$ cat config.mk
export PLATFORM = sky130hd
export DESIGN_NAME = nes_video_rx
export DESIGN_NICKNAME = d
export VERILOG_FILES = /design/src/rtl/nes_video_rx.sv
export SDC_FILE = /design/constraint.sdc
export NUM_CORES = 1
export LEC_CHECK = 0
export CAP_MARGIN = 15
export CELL_PAD_IN_SITES_DETAIL_PLACEMENT = 1
export CELL_PAD_IN_SITES_GLOBAL_PLACEMENT = 1
export CORE_ASPECT_RATIO = 1.2
export CORE_UTILIZATION = 25
export CTS_CLUSTER_DIAMETER = 150
export DETAILED_ROUTE_END_ITERATION = 10
export HOLD_SLACK_MARGIN = 0.1
export PLACE_DENSITY = 0.56
export SETUP_SLACK_MARGIN = 0.15
export SLEW_MARGIN = 25
export SYNTH_ARGS = -nofsm -noshare
export SYNTH_HDL_FRONTEND = slang
export SYNTH_SLANG_ARGS = --single-unit
$ cat constraint.sdc
create_clock -name clk_pixel -period 7.95 [get_ports clk_pixel]
set_clock_uncertainty 0.1 [all_clocks]
set_input_delay 1.59 -clock clk_pixel [delete_from_list [all_inputs] [get_ports clk_pixel]]
set_output_delay 1.59 -clock clk_pixel [all_outputs]
set_load 0.005 [all_outputs]
$ cat src/rtl/nes_video_rx.sv
// nes_video_rx: pixel-bus timing checker with lock detection, pixel recovery and per-frame signature
module nes_video_rx #(
  parameter logic [11:0] EXP_H_ACTIVE = 12'd1920,
  parameter logic [11:0] EXP_V_ACTIVE = 12'd1080,
  parameter logic [11:0] EXP_H_TOTAL  = 12'd2200,
  parameter logic [11:0] EXP_V_TOTAL  = 12'd1125,
  parameter logic [3:0]  LOCK_FRAMES  = 4'd2
) (
  input  logic        clk_pixel,
  input  logic        rst_pixel,
  input  logic        de,
  input  logic        hsync,
  input  logic        vsync,
  input  logic [35:0] video,
  output logic        pix_valid,
  output logic [11:0] pix_x,
  output logic [11:0] pix_y,
  output logic [23:0] pix_rgb,
  output logic        frame_done,
  output logic [11:0] h_active,
  output logic [11:0] v_active,
  output logic [11:0] h_total,
  output logic [11:0] v_total,
  output logic [31:0] frame_sig,
  output logic        frame_ok,
  output logic        locked,
  output logic [7:0]  err_count
);
  typedef enum logic {HUNT, TRACK} state_t;
  state_t state, state_d;
  logic de1, hs1, vs1, de2, hs2, vs2, h_seen, bad, bad_n;
  logic hs_rise, vs_rise, de_fall, ok_n, emit, unused_pad;
  logic [23:0] rgb1;
  logic [11:0] hcnt, dcnt, vcnt, lcnt, h_active_run, h_total_run;
  logic [11:0] vcnt_n, lcnt_n, hact_n, htot_n;
  logic [31:0] sig, sig_base, sig_n;
  logic [3:0] gcnt, gcnt_n;

  function automatic logic [11:0] sat_inc(input logic [11:0] v);
    return v == 12'hfff ? v : v + 12'd1;
  endfunction

  // The "_n" values already include this cycle's hsync/de_fall updates, so a
  // coincident vsync rise reports them before the running state is cleared.
  always_comb begin
    unused_pad = ^{video[27:24], video[15:12], video[3:0]};
    hs_rise = hs1 & ~hs2;
    vs_rise = vs1 & ~vs2;
    de_fall = ~de1 & de2;
    bad_n = bad | (hs_rise & h_seen & (hcnt != EXP_H_TOTAL)) | (de_fall & (dcnt != EXP_H_ACTIVE));
    vcnt_n = hs_rise ? sat_inc(vcnt) : vcnt;
    lcnt_n = de_fall ? sat_inc(lcnt) : lcnt;
    hact_n = de_fall ? dcnt : h_active_run;
    htot_n = hs_rise ? hcnt : h_total_run;
    sig_base = vs_rise ? 32'd0 : sig;
    sig_n = de1 ? ({sig_base[30:0], sig_base[31]} ^ {8'h00, rgb1}) : sig_base;
    ok_n = ~bad_n & (lcnt_n == EXP_V_ACTIVE) & (vcnt_n == EXP_V_TOTAL);
    gcnt_n = ok_n ? (gcnt == LOCK_FRAMES ? gcnt : gcnt + 4'd1) : 4'd0;
    state_d = vs_rise ? TRACK : state;
    emit = vs_rise & (state == TRACK);
  end

  always_ff @(posedge clk_pixel)
    if (rst_pixel) state <= HUNT;
    else state <= state_d;

  always_ff @(posedge clk_pixel) begin
    if (rst_pixel) begin
      {de1, hs1, vs1, de2, hs2, vs2, h_seen, bad} <= '0;
      rgb1 <= '0;
      {hcnt, dcnt, vcnt, lcnt, h_active_run, h_total_run} <= '0;
      sig <= '0;
      gcnt <= '0;
      {pix_valid, pix_x, pix_y, pix_rgb, frame_done} <= '0;
      {h_active, v_active, h_total, v_total, frame_sig} <= '0;
      {frame_ok, locked, err_count} <= '0;
    end else begin
      {de1, hs1, vs1} <= {de, hsync, vsync};
      rgb1 <= {video[35:28], video[23:16], video[11:4]};
      {de2, hs2, vs2} <= {de1, hs1, vs1};
      hcnt <= hs_rise ? 12'd1 : sat_inc(hcnt);
      h_seen <= h_seen | hs_rise;
      dcnt <= de1 ? sat_inc(dcnt) : de_fall ? 12'd0 : dcnt;
      h_active_run <= hact_n;
      h_total_run <= htot_n;
      vcnt <= vs_rise ? 12'd0 : vcnt_n;
      lcnt <= vs_rise ? 12'd0 : lcnt_n;
      bad <= vs_rise ? 1'b0 : bad_n;
      sig <= sig_n;
      pix_valid <= de1;
      pix_x <= dcnt;
      pix_y <= vs_rise ? 12'd0 : lcnt;
      pix_rgb <= rgb1;
      frame_done <= emit;
      if (emit) begin
        h_active <= hact_n;
        v_active <= lcnt_n;
        h_total <= htot_n;
        v_total <= vcnt_n;
        frame_sig <= sig;
        frame_ok <= ok_n;
        gcnt <= gcnt_n;
        locked <= gcnt_n == LOCK_FRAMES;
        if (!ok_n && err_count != 8'hff) err_count <= err_count + 8'd1;
      end
    end
  end
endmodule

* After elaboration in Yosys (flattened, before gate mapping)
Cells that the tools add are included.
** Word-level totals
- Register bits :: 280
- Bits of input ports :: 41
- Output and inout bits :: 140
- Logic and storage cells :: 89
** Operators by class
- Add/subtract/negate cells :: 6
- Equality and inequality tests :: 13
- Multiplexer cells :: 15
- Bitwise logic cells :: 17
- Reductions and logical operators :: 7
** Operators with widths (count)
- 12-bit two-way mux :: 9
- 32-bit two-way mux :: 2
- 12-bit by 1-bit adder with 12-bit output (second input constant) :: 4
- 12-bit == test (second input constant) :: 4
- 32-bit by 24-bit XOR with 32-bit output :: 1
- 12-bit by 11-bit == test with 1-bit output (second input constant) :: 2
- 12-bit by 11-bit inequality test with 1-bit output (second input constant) :: 1
- 12-bit inequality test (second input constant) :: 1
- 1-bit bitwise AND :: 9
- 8-bit by 1-bit adder with 8-bit output (second input constant) :: 1
- 4-bit by 2-bit == test with 1-bit output (second input constant) :: 2
- 4-bit two-way mux :: 2
- 8-bit inequality test (second input constant) :: 1
- 4-bit by 1-bit adder with 4-bit output (second input constant) :: 1
- 2-bit inequality test (second input constant) :: 2
- 1-bit inverter :: 4
- 2-bit AND reduction :: 2
- 2-bit OR reduction :: 2
- 1-bit bitwise OR :: 3
- 1-bit two-way mux :: 2
- 2-bit nonzero test :: 1
- 1-bit logical AND :: 1
- 1-bit zero test :: 1

* Longest topological paths before layout
- Depth in word-level cells :: 12
- Gate-level depth with buffers :: 11
- Gate-level depth less buffers :: 10

* Least setup slack after synthesis
No wires, ideal clock.
- Path kind :: reg-to-reg
- Start point :: register vcnt[0]
- End point :: register err_count[0]
- Library setup time :: 121 ps
- Arrival time :: 2522 ps
- Data required time :: 7729 ps
- Path slack :: 5207 ps
- Cell stages (with the launch flop) :: 11
- Buffers on the path :: 1
- Period minus slack after synthesis :: 2743 ps
- Path through :: dfxtp_1 ha_1 nand3b_1 a2111oi_0 o21bai_1 or4_4 nor4_4 and2_4 buf_12 nor2_4 mux2_4
** On the way
- Word-level cells in the longest chain between the ends :: 8
- Elaborated cells on any way between the ends :: 9
- Those cells by class :: add/sub: 1; eq/ne: 2; mux: 2; bitwise: 1; reduce/logical: 3
** Ends and longest elaborated chain
- start: declaration :: RTL line 34 : logic [11:0] hcnt, dcnt, vcnt, lcnt, h_active_run, h_total_run;
- start signal: assignment :: RTL line 86 : vcnt <= vs_rise ? 12'd0 : vcnt_n;
- 12-bit by 1-bit adder with 12-bit output / 12-bit == test (equally long branches) :: RTL line 40 : return v == 12'hfff ? v : v + 12'd1;
- 12-bit two-way mux :: RTL line 40
- 12-bit two-way mux (*) :: RTL line 51 : vcnt_n = hs_rise ? sat_inc(vcnt) : vcnt;
- 12-bit by 11-bit == test with 1-bit output (*) :: RTL line 57 : ok_n = ~bad_n & (lcnt_n == EXP_V_ACTIVE) & (vcnt_n == EXP_V_TOTAL);
- 1-bit bitwise AND (*) :: RTL line 57
- 1-bit zero test (*) :: RTL line 104 : if (!ok_n && err_count != 8'hff) err_count <= err_count + 8'd1;
- 1-bit logical AND (*) :: RTL line 104
- 2-bit AND reduction (no source line) (*)
- end signal: assignment :: RTL line 104
- end: declaration :: RTL line 27 : output logic [7:0] err_count
Mark *: on every way between the ends. The rest lies on a longest branch, timed or not.
A chain may end at the register's enable or synchronous reset.

* Worst setup path in the final report
- Start point :: register de1
- End point :: register err_count[2]
** On the way
- Word-level cells in the longest chain between the ends :: 10
- Elaborated cells on any way between the ends :: 12
- Those cells by class :: eq/ne: 1; mux: 1; bitwise: 7; reduce/logical: 3
** Ends and longest elaborated chain
- start: declaration :: RTL line 31 : logic de1, hs1, vs1, de2, hs2, vs2, h_seen, bad, bad_n;
- start signal: assignment :: RTL line 78 : {de1, hs1, vs1} <= {de, hsync, vsync};
- 1-bit inverter (*) :: RTL line 49 : de_fall = ~de1 & de2;
- 1-bit bitwise AND (*) :: RTL line 49
- branches (longest 3 deep; another with 12-bit two-way mux)
- 1-bit bitwise AND (*) (2 in a row) :: RTL line 57
- 1-bit zero test (*) :: RTL line 104
- 1-bit logical AND (*) :: RTL line 104
- 2-bit AND reduction (no source line) (*)
Every way passes the cells marked *.

==> results.json <==
{
  "cp_data_arrival_time_ns": 3.85,
  "clkSinkCount": 280,
  "maxClockFrequency_ghz": 0.285,
  "setup.worst_path.start_class": "flop",
  "numCtsBuffers": 31,
  "netlist-cell-type-count": 64,
  "reg_clk_slew_reported_paths_ns": 0.06,
  "post_drt_via_cell_ratio": 4.49,
  "finalSetupViolCount": 0,
  "cts_setup_buffers": 0,
  "share_of_the_synthesized_area_in_the_top_cell_type_pct": 53.1,
  "std_cell_rows": 82,
  "worstHoldPathType": "reg2reg",
  "rr_worst_depth": 8,
  "cp_max_fo": 42,
  "status": "completed",
  "place_congestion": 0.769,
  "drive_gt1_share_pct": 6.99,
  "nets": 1341,
  "layout_min_cycle_time_ns": 3.51,
  "timing.final.hold_violations": 0,
  "post_synth_main_area_contributors": "sky130_fd_sc_hd__dfxtp_1, sky130_fd_sc_hd__nor2_1, sky130_fd_sc_hd__nand2_1",
  "synth-main-ff-cell": "sky130_fd_sc_hd__dfxtp_1",
  "synthesized_net_count": 1205,
  "total_power_of_the_final_layout_w": 0.00309,
  "post_dr_wirelength_cell_um": 15.6,
  "vias": 8363,
  "grt_pass1_vias": 8616,
  "placeableCoreArea_mm2": 0.0417,
  "die_height_um": 227,
  "reg2reg_setup_slack_ns": 4.44,
  "placement.io_buffers": 168,
  "max_cap_viol_count": 0,
  "ys_warn_count": 0,
  "grt_antenna_before_repair": 1,
  "hp-start": "frame_sig[8]",
  "vdd_drop_max_mv": 0.148,
  "initial_core_util_pct": 25.3,
  "layout-area-overhead-vs-synth_pct": 30.5,
  "syn_area_per_cell_um2": 9.13,
  "global_route.usage.total_pct": 13.4,
  "grt_remaining_overflow": 0,
  "clk_path_buf_depth": 3,
  "largest_net_degree_at_the_start_of_global_routing": 88,
  "tritoncts": "yes",
  "min_period_over_period_pct": 44.1,
  "clk_latency_ns": 0.57,
  "timing.setup.critical_path_class": "reg2reg",
  "dp_hpwl_um": 19400,
  "synth.largest_area_cell": "sky130_fd_sc_hd__dfxtp_1",
  "num-fill-cells": 4760,
  "holdBufCountCts": 0,
  "area_of_combinational_cells_with_multiple_inputs_mm2": 0.00460,
  "worst_pin_slew_ns": 0.952,
  "cts_root_buffer": "sky130_fd_sc_hd__clkbuf_16",
  "synth.top_cells.by_count": "sky130_fd_sc_hd__dfxtp_1, sky130_fd_sc_hd__nor2_1, sky130_fd_sc_hd__nand2_1, sky130_fd_sc_hd__nor2b_1, sky130_fd_sc_hd__a21oi_1",
  "synth_edf_count": 0,
  "p_leak_nw": 4.87,
  "synth_area_mm2": 0.0105,
  "grt_first_pass_wirelength_um": 46200,
  "timing.rr.start": "de1",
  "floorplan.io_pins": 181,
  "post-route-drc-count": 0,
  "postSynthCellCount": 1155,
  "holdPathEnd": "frame_sig[8]",
  "worstHoldPathCells": 2,
  "hold_slack_ns": 0.353,
  "cts_repair_resize_count": 0,
  "drt_pass1_iterations": 4,
  "die_area_mm2": 0.0430,
  "finalMaxSlewViolations": 0,
  "chip_width_um": 190,
  "slew_headroom_pct": 36.1,
  "synthMostInstantiatedCell": "sky130_fd_sc_hd__dfxtp_1",
  "grt_setup_unrepaired": "false",
  "powerDensity_mw_per_mm2": 224,
  "synth_sequential_area_ratio_pct": 53.1,
  "critical_path_endpoint_category": "flop",
  "ys_async_sr_fraction_pct": 0,
  "worstPathRequired_ns": 8.29,
  "register_area_mm2": 0.00561,
  "routed_wl_um": 29100,
  "yosys_register_bits": 280,
  "cts_htree_levels": 1,
  "antenna_violating_nets_post_route": 0,
  "detail_route.iter0.violations": 254,
  "r2r_end": "err_count[2]",
  "finalSetupTns_ns": 0
}
-- state kept, by name (all words and copies together) (netlist names), 24 cells and up --
signal,count
frame_sig,32
pix_rgb,24
rgb1,24
sig,32
-- power breakdown --
group / total (W) / switching [W] / internal [W]
combinational: 0.000141 / 0.0000754 / 0.0000652
clock: 0.00149 / 0.000585 / 0.000907
sequential: 0.00145 / 0.0000237 / 0.00143
total: 0.00309 / 0.000684 / 0.00240
-- layout make-up --
cell class                      count  share of cell area (%)
Clock buffer                       47                    7.09
Timing Repair Buffer              174                    12.6
Clock inverter                     11                   0.854
Multi-Input combinational cell    792                    33.4
Inverter                           12                   0.327
Tap cell                          546                    4.96
Antenna cell                        1                  0.0182
Sequential cell                   280                    40.7
-- layout by cell type, fill, tap and decap left out, drive strengths merged, types with 3 or more instances in the layout --
cell type | netlist | final
and3 | 12 | 12
or4 | 4 | 4
a22oi | 25 | 25
a211oi | 33 | 33
nand3b | 3 | 3
nor4b | 3 | 3
nand3 | 24 | 24
nand2b | 11 | 11
clkdlybuf4s50 | 0 | 167
nand2 | 124 | 124
a31oi | 6 | 6
o31ai | 4 | 4
nand4 | 16 | 16
and2 | 16 | 16
buf | 5 | 7
a311oi | 3 | 3
a21oi | 68 | 68
clkbuf | 66 | 47
mux2i | 39 | 39
o21ai | 29 | 29
nor4 | 5 | 5
a21o | 3 | 3
nor3 | 14 | 14
nor2 | 189 | 189
nor3b | 5 | 5
mux2 | 5 | 5
inv | 12 | 13
xnor2 | 32 | 32
xor2 | 11 | 11
ha | 9 | 9
dfxtp | 280 | 280
and4 | 6 | 6
nor2b | 69 | 69
clkinv | 0 | 6
-- through the flow --
| stage | std cells | utilization, % | area (um^2) | setup WS, ns |
|---|---|---|---|---|
| after floorplan | 1155 | - | 10500 | 5.21 |
| after global placement | 1804 | 30.4 | 12700 | 3.98 |
| after detailed placement | 1804 | 30.4 | 12700 | 4.25 |
| after CTS | 1862 | 33.0 | 13800 | 4.28 |
| after global routing | 1863 | 33.0 | 13800 | 4.09 |
| final | 1863 | 33.0 | 13800 | 4.44 |
-- worst max path at each step --
stage                     depth (start not counted)      endpoint      start  slack [ns]
after floorplan                                  10  err_count[0]    vcnt[0]        5.21
after global placement                            8  err_count[2]        de1        3.98
after detailed placement                          4      hcnt[10]  rst_pixel        4.25
after CTS                                         8  err_count[2]        de1        4.28
after global routing                              8  err_count[2]        de1        4.09
final                                             8  err_count[2]        de1        4.44
-- critical path, cell delays in order (launching register included) --
cell and delay (ns):
sky130_fd_sc_hd__dfxtp_4 0.72, sky130_fd_sc_hd__nand2b_1 0.77, sky130_fd_sc_hd__a31oi_1 0.14, sky130_fd_sc_hd__a21oi_1 0.31, sky130_fd_sc_hd__nand4_1 0.20, sky130_fd_sc_hd__nor4_4 0.44, sky130_fd_sc_hd__and2_4 0.33, sky130_fd_sc_hd__nor3b_1 0.08
sky130_fd_sc_hd__mux2_2 0.29
-- routing by layer --
metal | wire [um] | share of wire (%) | GRT usage, %
met5 | 0 | 0 | 0
met1 | 13000 | 45 | 16.4
met2 | 14500 | 50 | 23.9
met3 | 1050 | 3.6 | 2.22
met4 | 572 | 2.0 | 3.67
-- cells by family after synthesis --
kind of cell    count (synthesis)  share of synthesized area [%]
compound gates                182                           10.8
xor+xnor                       43                           3.57
fa+ha+maj                       9                           1.07
buf+inv                        83                           3.33
flops                         280                           53.1
mux                            44                           4.27
simple gates                  514                           23.8
(Power assumes the default switching activity.)
